$ cat src/rtl/core_mem.sv
// Memory-access stage: EX/MEM consumer, data-bus load/store with byte lanes,
// MEM/WB register set and misaligned-address exception reporting.
module core_mem (
  input  logic        clk,
  input  logic        rest,
  input  logic        em_valid,
  output logic        em_ready,
  input  logic [31:0] em_reg_data_mem_addr,
  input  logic [31:0] em_csr_data_mem_data,
  input  logic        em_mem_read,
  input  logic        em_mem_write,
  input  logic [2:0]  em_mem_op,
  input  logic [4:0]  em_rd,
  input  logic        em_reg_write,
  input  logic [11:0] em_csr,
  input  logic        em_csr_write,
  output logic        bus_valid,
  input  logic        bus_ready,
  output logic        bus_write,
  output logic [31:0] bus_addr,
  output logic [31:0] bus_wdata,
  output logic [3:0]  bus_byte_en,
  input  logic [31:0] bus_rdata,
  input  logic        bus_rdata_valid,
  output logic        mw_valid,
  output logic [4:0]  mw_rd,
  output logic        mw_reg_write,
  output logic [31:0] mw_reg_write_data,
  output logic        mw_mem_read_data_valid,
  output logic [11:0] mw_csr,
  output logic        mw_csr_write,
  output logic [31:0] mw_csr_data,
  output logic        exc_valid,
  output logic [31:0] exc_cause,
  output logic [31:0] exc_tval
);

  typedef enum logic [1:0] {IDLE, REQ, RSP} state_t;

  state_t      state;
  state_t      state_nx;
  logic        accept;
  logic        is_mem;
  logic        mis;
  logic [2:0]  op_q;
  logic [1:0]  lo_q;
  logic [7:0]  ld_b;
  logic [15:0] ld_h;
  logic [31:0] ld_data;
  logic [31:0] st_wdata;
  logic [3:0]  st_be;
  logic [31:0] addr;

  assign addr   = em_reg_data_mem_addr;
  assign accept = em_valid && em_ready;
  assign is_mem = em_mem_read || em_mem_write;

  // op[1:0]==01 covers H/HU, 10 covers W
  assign mis = is_mem &&
    ((em_mem_op[1:0] == 2'b01 && addr[0]) ||
     (em_mem_op[1:0] == 2'b10 && addr[1:0] != 2'b00));

  always_ff @(posedge clk) begin
    if (rest) state <= IDLE;
    else      state <= state_nx;
  end

  always_comb begin
    state_nx = state;
    unique case (state)
      IDLE: if (accept && is_mem && !mis) state_nx = REQ;
      REQ:  if (bus_ready) state_nx = bus_write ? IDLE : RSP;
      RSP:  if (bus_rdata_valid) state_nx = IDLE;
      default: state_nx = IDLE;
    endcase
  end

  always_comb begin
    em_ready = (state == IDLE) && !rest;
  end

  always_comb begin
    st_wdata = 32'h0;
    st_be    = 4'b1111;
    if (em_mem_write) begin
      unique case (em_mem_op[1:0])
        2'b00: begin
          st_wdata = {4{em_csr_data_mem_data[7:0]}};
          st_be    = 4'b0001 << addr[1:0];
        end
        2'b01: begin
          st_wdata = {2{em_csr_data_mem_data[15:0]}};
          st_be    = 4'b0011 << addr[1:0];
        end
        default: begin
          st_wdata = em_csr_data_mem_data;
          st_be    = 4'b1111;
        end
      endcase
    end
  end

  always_comb begin
    ld_b    = bus_rdata[{lo_q, 3'b000} +: 8];
    ld_h    = lo_q[1] ? bus_rdata[31:16] : bus_rdata[15:0];
    ld_data = bus_rdata;
    unique case (op_q)
      3'd0:    ld_data = {{24{ld_b[7]}}, ld_b};
      3'd1:    ld_data = {{16{ld_h[15]}}, ld_h};
      3'd4:    ld_data = {24'h0, ld_b};
      3'd5:    ld_data = {16'h0, ld_h};
      default: ld_data = bus_rdata;
    endcase
  end

  always_ff @(posedge clk) begin
    if (rest) begin
      op_q                   <= '0;
      lo_q                   <= '0;
      bus_valid              <= 1'b0;
      bus_write              <= 1'b0;
      bus_addr               <= '0;
      bus_wdata              <= '0;
      bus_byte_en            <= '0;
      mw_valid               <= 1'b0;
      mw_rd                  <= '0;
      mw_reg_write           <= 1'b0;
      mw_reg_write_data      <= '0;
      mw_mem_read_data_valid <= 1'b0;
      mw_csr                 <= '0;
      mw_csr_write           <= 1'b0;
      mw_csr_data            <= '0;
      exc_valid              <= 1'b0;
      exc_cause              <= '0;
      exc_tval               <= '0;
    end else begin
      mw_valid  <= 1'b0;
      exc_valid <= 1'b0;
      if (accept) begin
        mw_rd                  <= em_rd;
        mw_reg_write           <= em_reg_write;
        mw_csr                 <= em_csr;
        mw_csr_write           <= em_csr_write;
        mw_csr_data            <= em_csr_data_mem_data;
        mw_reg_write_data      <= addr;
        mw_mem_read_data_valid <= !em_mem_read;
        op_q                   <= em_mem_op;
        lo_q                   <= addr[1:0];
        if (mis) begin
          exc_valid              <= 1'b1;
          exc_cause              <= em_mem_write ? 32'd6 : 32'd4;
          exc_tval               <= addr;
          mw_reg_write           <= 1'b0;
          mw_csr_write           <= 1'b0;
          mw_mem_read_data_valid <= 1'b1;
        end else if (is_mem) begin
          bus_valid   <= 1'b1;
          bus_write   <= em_mem_write;
          bus_addr    <= {addr[31:2], 2'b00};
          bus_wdata   <= st_wdata;
          bus_byte_en <= st_be;
        end else begin
          mw_valid <= 1'b1;
        end
      end
      if (state == REQ && bus_ready) begin
        bus_valid <= 1'b0;
        if (bus_write) mw_valid <= 1'b1;
      end
      if (state == RSP && bus_rdata_valid) begin
        mw_reg_write_data      <= ld_data;
        mw_mem_read_data_valid <= 1'b1;
        mw_valid               <= 1'b1;
      end
    end
  end

endmodule

$ cat config.mk
export PLATFORM = sky130hd
export DESIGN_NAME = core_mem
export DESIGN_NICKNAME = d
export VERILOG_FILES = /design/src/rtl/core_mem.sv
export SDC_FILE = /design/constraint.sdc
export NUM_CORES = 1
export LEC_CHECK = 0
export ABC_AREA = 0
export CORE_AREA = 2 2 142 144
export DETAILED_ROUTE_END_ITERATION = 16
export DIE_AREA = 0 0 144 146
export GPL_ROUTABILITY_DRIVEN = 0
export PLACE_DENSITY = 0.8
export RECOVER_POWER = 25
export SYNTH_ARGS = -nofsm -noshare
export SYNTH_HDL_FRONTEND = slang
export SYNTH_SLANG_ARGS = --single-unit
$ cat constraint.sdc
create_clock -name clk -period 3 [get_ports clk]
set_clock_uncertainty 0.05 [all_clocks]
set_input_delay 0.9 -clock clk [delete_from_list [all_inputs] [get_ports clk]]
set_output_delay 0.9 -clock clk [all_outputs]
set_load 0.02 [all_outputs]
==> flow_summary.json <==
{
  "fin_area_um2": 12300,
  "whs_ns": 0.404,
  "die_y_um": 146,
  "final.setup.tns_ns": 0,
  "power_density_nw_per_um2": 511,
  "synth-seq-cells": 195,
  "drive_gt1_share_pct": 8.24,
  "worst-setup-path-type": "in -> reg",
  "p_sw_uw": 1880,
  "ir_drop_mv": 0.414,
  "synth_top_family_by_area": "compound AO/OA/AOI/OAI gates",
  "cts.sinks": 195,
  "cp_data_required_time_ns": 3.28,
  "hold_viol_final": 0,
  "max_clock_freq_ghz": 0.354,
  "dp_hpwl_um": 21300,
  "power_frac_comb_pct": 18.8,
  "synth.avg_cell_area_um2": 9.09,
  "ys_types": 49,
  "setup-violations-final": 0,
  "synth_fa_ha_area_share_pct": 0,
  "power_frac_clock_pct": 36.7,
  "clk_pin_slew_ns": 0.08,
  "grt_pass1_vias": 7733,
  "cts_max_path_buffers": 2,
  "first_pass_iters": 5,
  "cts_setup_buffers": 0,
  "syn_to_final_growth_pct": 47.8,
  "antenna_found_initial": 2,
  "cp-end-kind": "flop",
  "synth-simple-area-share_pct": 14.7,
  "cts_hold_buf": 0,
  "routed_wl_um": 29200,
  "route.detailed.drc": 0,
  "yosys_warnings": 0,
  "io_buffers": 313,
  "cts_tree": "built",
  "power_frac_seq_pct": 44.5,
  "dieArea_um2": 21000,
  "tightest_slew_ns": 0.853,
  "synth_cells": 913,
  "yosysSeqAreaShare_pct": 47.0,
  "clock_latency_ns": 0.43,
  "grt_start_max_net_pins": 62,
  "async_flop_share_pct": 0,
  "num_rows": 51,
  "wl_per_cell_um": 19.7,
  "dr_total_vias": 7975,
  "slew_headroom_pct": 42.9,
  "die_w_um": 144,
  "syn_area_um2": 8300,
  "synth_edf_count": 0,
  "place_area_um2": 11700,
  "start_kind": "input pin",
  "drt-initial-drc-count": 539,
  "cp.arrival_ns": 3.10,
  "p_leak_uw": 0.00459,
  "synth_ff_type": "dfxtp_1",
  "grt_pass1_wl_um": 43500,
  "cts_resized": 0,
  "hold_path.class": "reg -> reg",
  "cts_root_buffer": "clkbuf_16",
  "grt.overflow.total": 0,
  "cp_max_fo": 20,
  "drv_cap": 0,
  "synth-xor-area-share_pct": 0,
  "viasPerCell": 5.39,
  "synth_compound_area_share_pct": 20.1,
  "fin_nets": 1325,
  "core_um2": 19300,
  "ios": 346,
  "cts.htree.levels": 4,
  "p_sw_share_pct": 29.9,
  "layout_min_cycle_time_ns": 2.82,
  "start_util_pct": 42.9,
  "numCtsBuffers": 17,
  "track_usage_pct": 26.9,
  "finalMaxSlewViolations": 0,
  "final_antenna_net_count": 0,
  "fin_crit_sh_pct": 94.1,
  "status": "finished clean",
  "muxShareOfSynthArea_pct": 11.0,
  "internal-power_uw": 4390,
  "rsz0062_at_grt": "false"
}
final timing paths:
path                  start      endpoint  slack [ns]  cells after the start
setup / recovery   em_valid  exc_tval[25]        0.18                      5
hold / removal    mw_csr[9]     mw_csr[9]        0.40                      2
setup reg to reg   state[0]  exc_tval[25]        0.71                      4
hold reg to reg   mw_csr[9]     mw_csr[9]        0.40                      2
cells in the final DEF, fill, tap and decap left out, drive strengths merged, types with 3 or more instances in the layout:
master | netlist | final
o211ai | 3 | 3
nor3b | 9 | 9
o31ai | 4 | 4
o22ai | 3 | 3
conb | 1 | 32
clkdlybuf4s50 | 0 | 290
dlygate4sd3 | 0 | 22
clkinv | 0 | 7
nand3 | 33 | 33
mux2 | 35 | 35
inv | 4 | 12
nand2b | 3 | 3
a22oi | 9 | 9
o21ai | 45 | 45
nor2 | 13 | 13
nor3 | 9 | 9
a21oi | 107 | 107
mux2i | 50 | 50
o221ai | 4 | 4
nor2b | 33 | 33
clkbuf | 64 | 19
a22o | 24 | 24
and2 | 7 | 7
dfxtp | 195 | 195
a221oi | 30 | 30
nand2 | 138 | 138
buf | 48 | 35
o2bb2ai | 16 | 16
state kept, by name, indices dropped and copies added, names as in the netlist:
name,cells
op_q,3
state,2
bus_byte_en,4
lo_q,2
bus_addr,30
mw_csr_data,32
exc_tval,32
mw_csr,12
bus_write,1
mw_reg_write,1
exc_valid,1
mw_csr_write,1
mw_reg_write_data,32
exc_cause,2
bus_valid,1
mw_mem_read_data_valid,1
mw_valid,1
mw_rd,5
bus_wdata,32
logic make-up after synthesis:
family	Yosys count
other	1
and+or+nand+nor	256
AOI/OAI and AO/OA	259
buffers and inverters	116
DFF	195
muxes	86
cell usage after synthesis (2+ instances only):
library cell  instances  area share [%]
dfxtp_1             195              47
nand2_1             138             6.2
a21oi_1             105             6.3
clkbuf_1             64             2.9
mux2i_1              50             6.0
o21ai_0              45             2.7
nand3_1              33             2.0
nor2b_1              33             2.5
buf_4                32             2.9
a221oi_1             30             3.2
a22o_1               24             2.5
mux2_2               24             3.3
o2bb2ai_1            16             1.7
buf_2                12            0.72
nor2_1               12            0.54
mux2_1               11             1.5
a22oi_1               9            0.81
nor3b_1               9            0.81
nor3_1                8            0.48
and2_1                7            0.53
inv_1                 4            0.18
o221ai_1              4            0.42
o31ai_1               4            0.36
buf_6                 3            0.41
nand2b_1              3            0.23
o211ai_1              3            0.27
o22ai_1               3            0.23
a211o_1               2            0.21
a211oi_1              2            0.18
a21oi_2               2            0.21
a311oi_1              2            0.21
a31oi_1               2            0.15
and3b_1               2            0.21
nand4_1               2            0.15
o21a_1                2            0.18
or2_2                 2            0.15
or3_1                 2            0.15
layer usage:
layer | share of wire [%] | track usage (%) | wire length (µm) | vias to the layer above
li1 | - | - | - | 3762
met1 | 37 | 30.3 | 10800 | 3768
met2 | 48 | 45.0 | 14200 | 383
met3 | 11 | 10.4 | 3130 | 60
met4 | 3.7 | 11.8 | 1080 | 2
met5 | 0.051 | 0 | 15 | -
critical path, stage by stage:
cell,delay (ns)
dlygate4sd3_1,0.54
or4b_4,0.49
nor3_1,0.57
buf_12,0.25
mux2_2,0.35
power by group through the flow:
| stage | Combinational [µW] | Clock (µW) | Sequential (µW) |
|---|---|---|---|
| after floorplan | 455 | 0 | 2980 |
| after global placement | 1170 | 0 | 2840 |
| after detailed placement | 1180 | 0 | 2850 |
| after CTS | 1190 | 2340 | 2790 |
| after global routing | 1250 | 2440 | 2800 |
| final | 1180 | 2300 | 2790 |
through the flow:
step                      std cells  setup WS, ns  total power (µW)  util [%]
after global placement         1446        0.0827              4010      60.5
after CTS                      1478         0.172              6320      63.7
after global routing           1478        0.0967              6490      63.4
after floorplan                 944         0.122              3440         -
after detailed placement       1446        0.0521              4030      60.5
final                          1479         0.177              6270      63.5
final cells by class:
class | count | area, µm²
Clock inverter | 15 | 175
Clock buffer | 17 | 425
Tap cell | 265 | 332
Sequential cell | 195 | 3900
Multi-Input combinational cell | 633 | 3910
Timing Repair Buffer | 349 | 3510
Antenna cell | 1 | 2.50
Inverter | 4 | 15.0
Fill cell | 1616 | 7070
No activity file was read; power rests on OpenSTA's default activity.
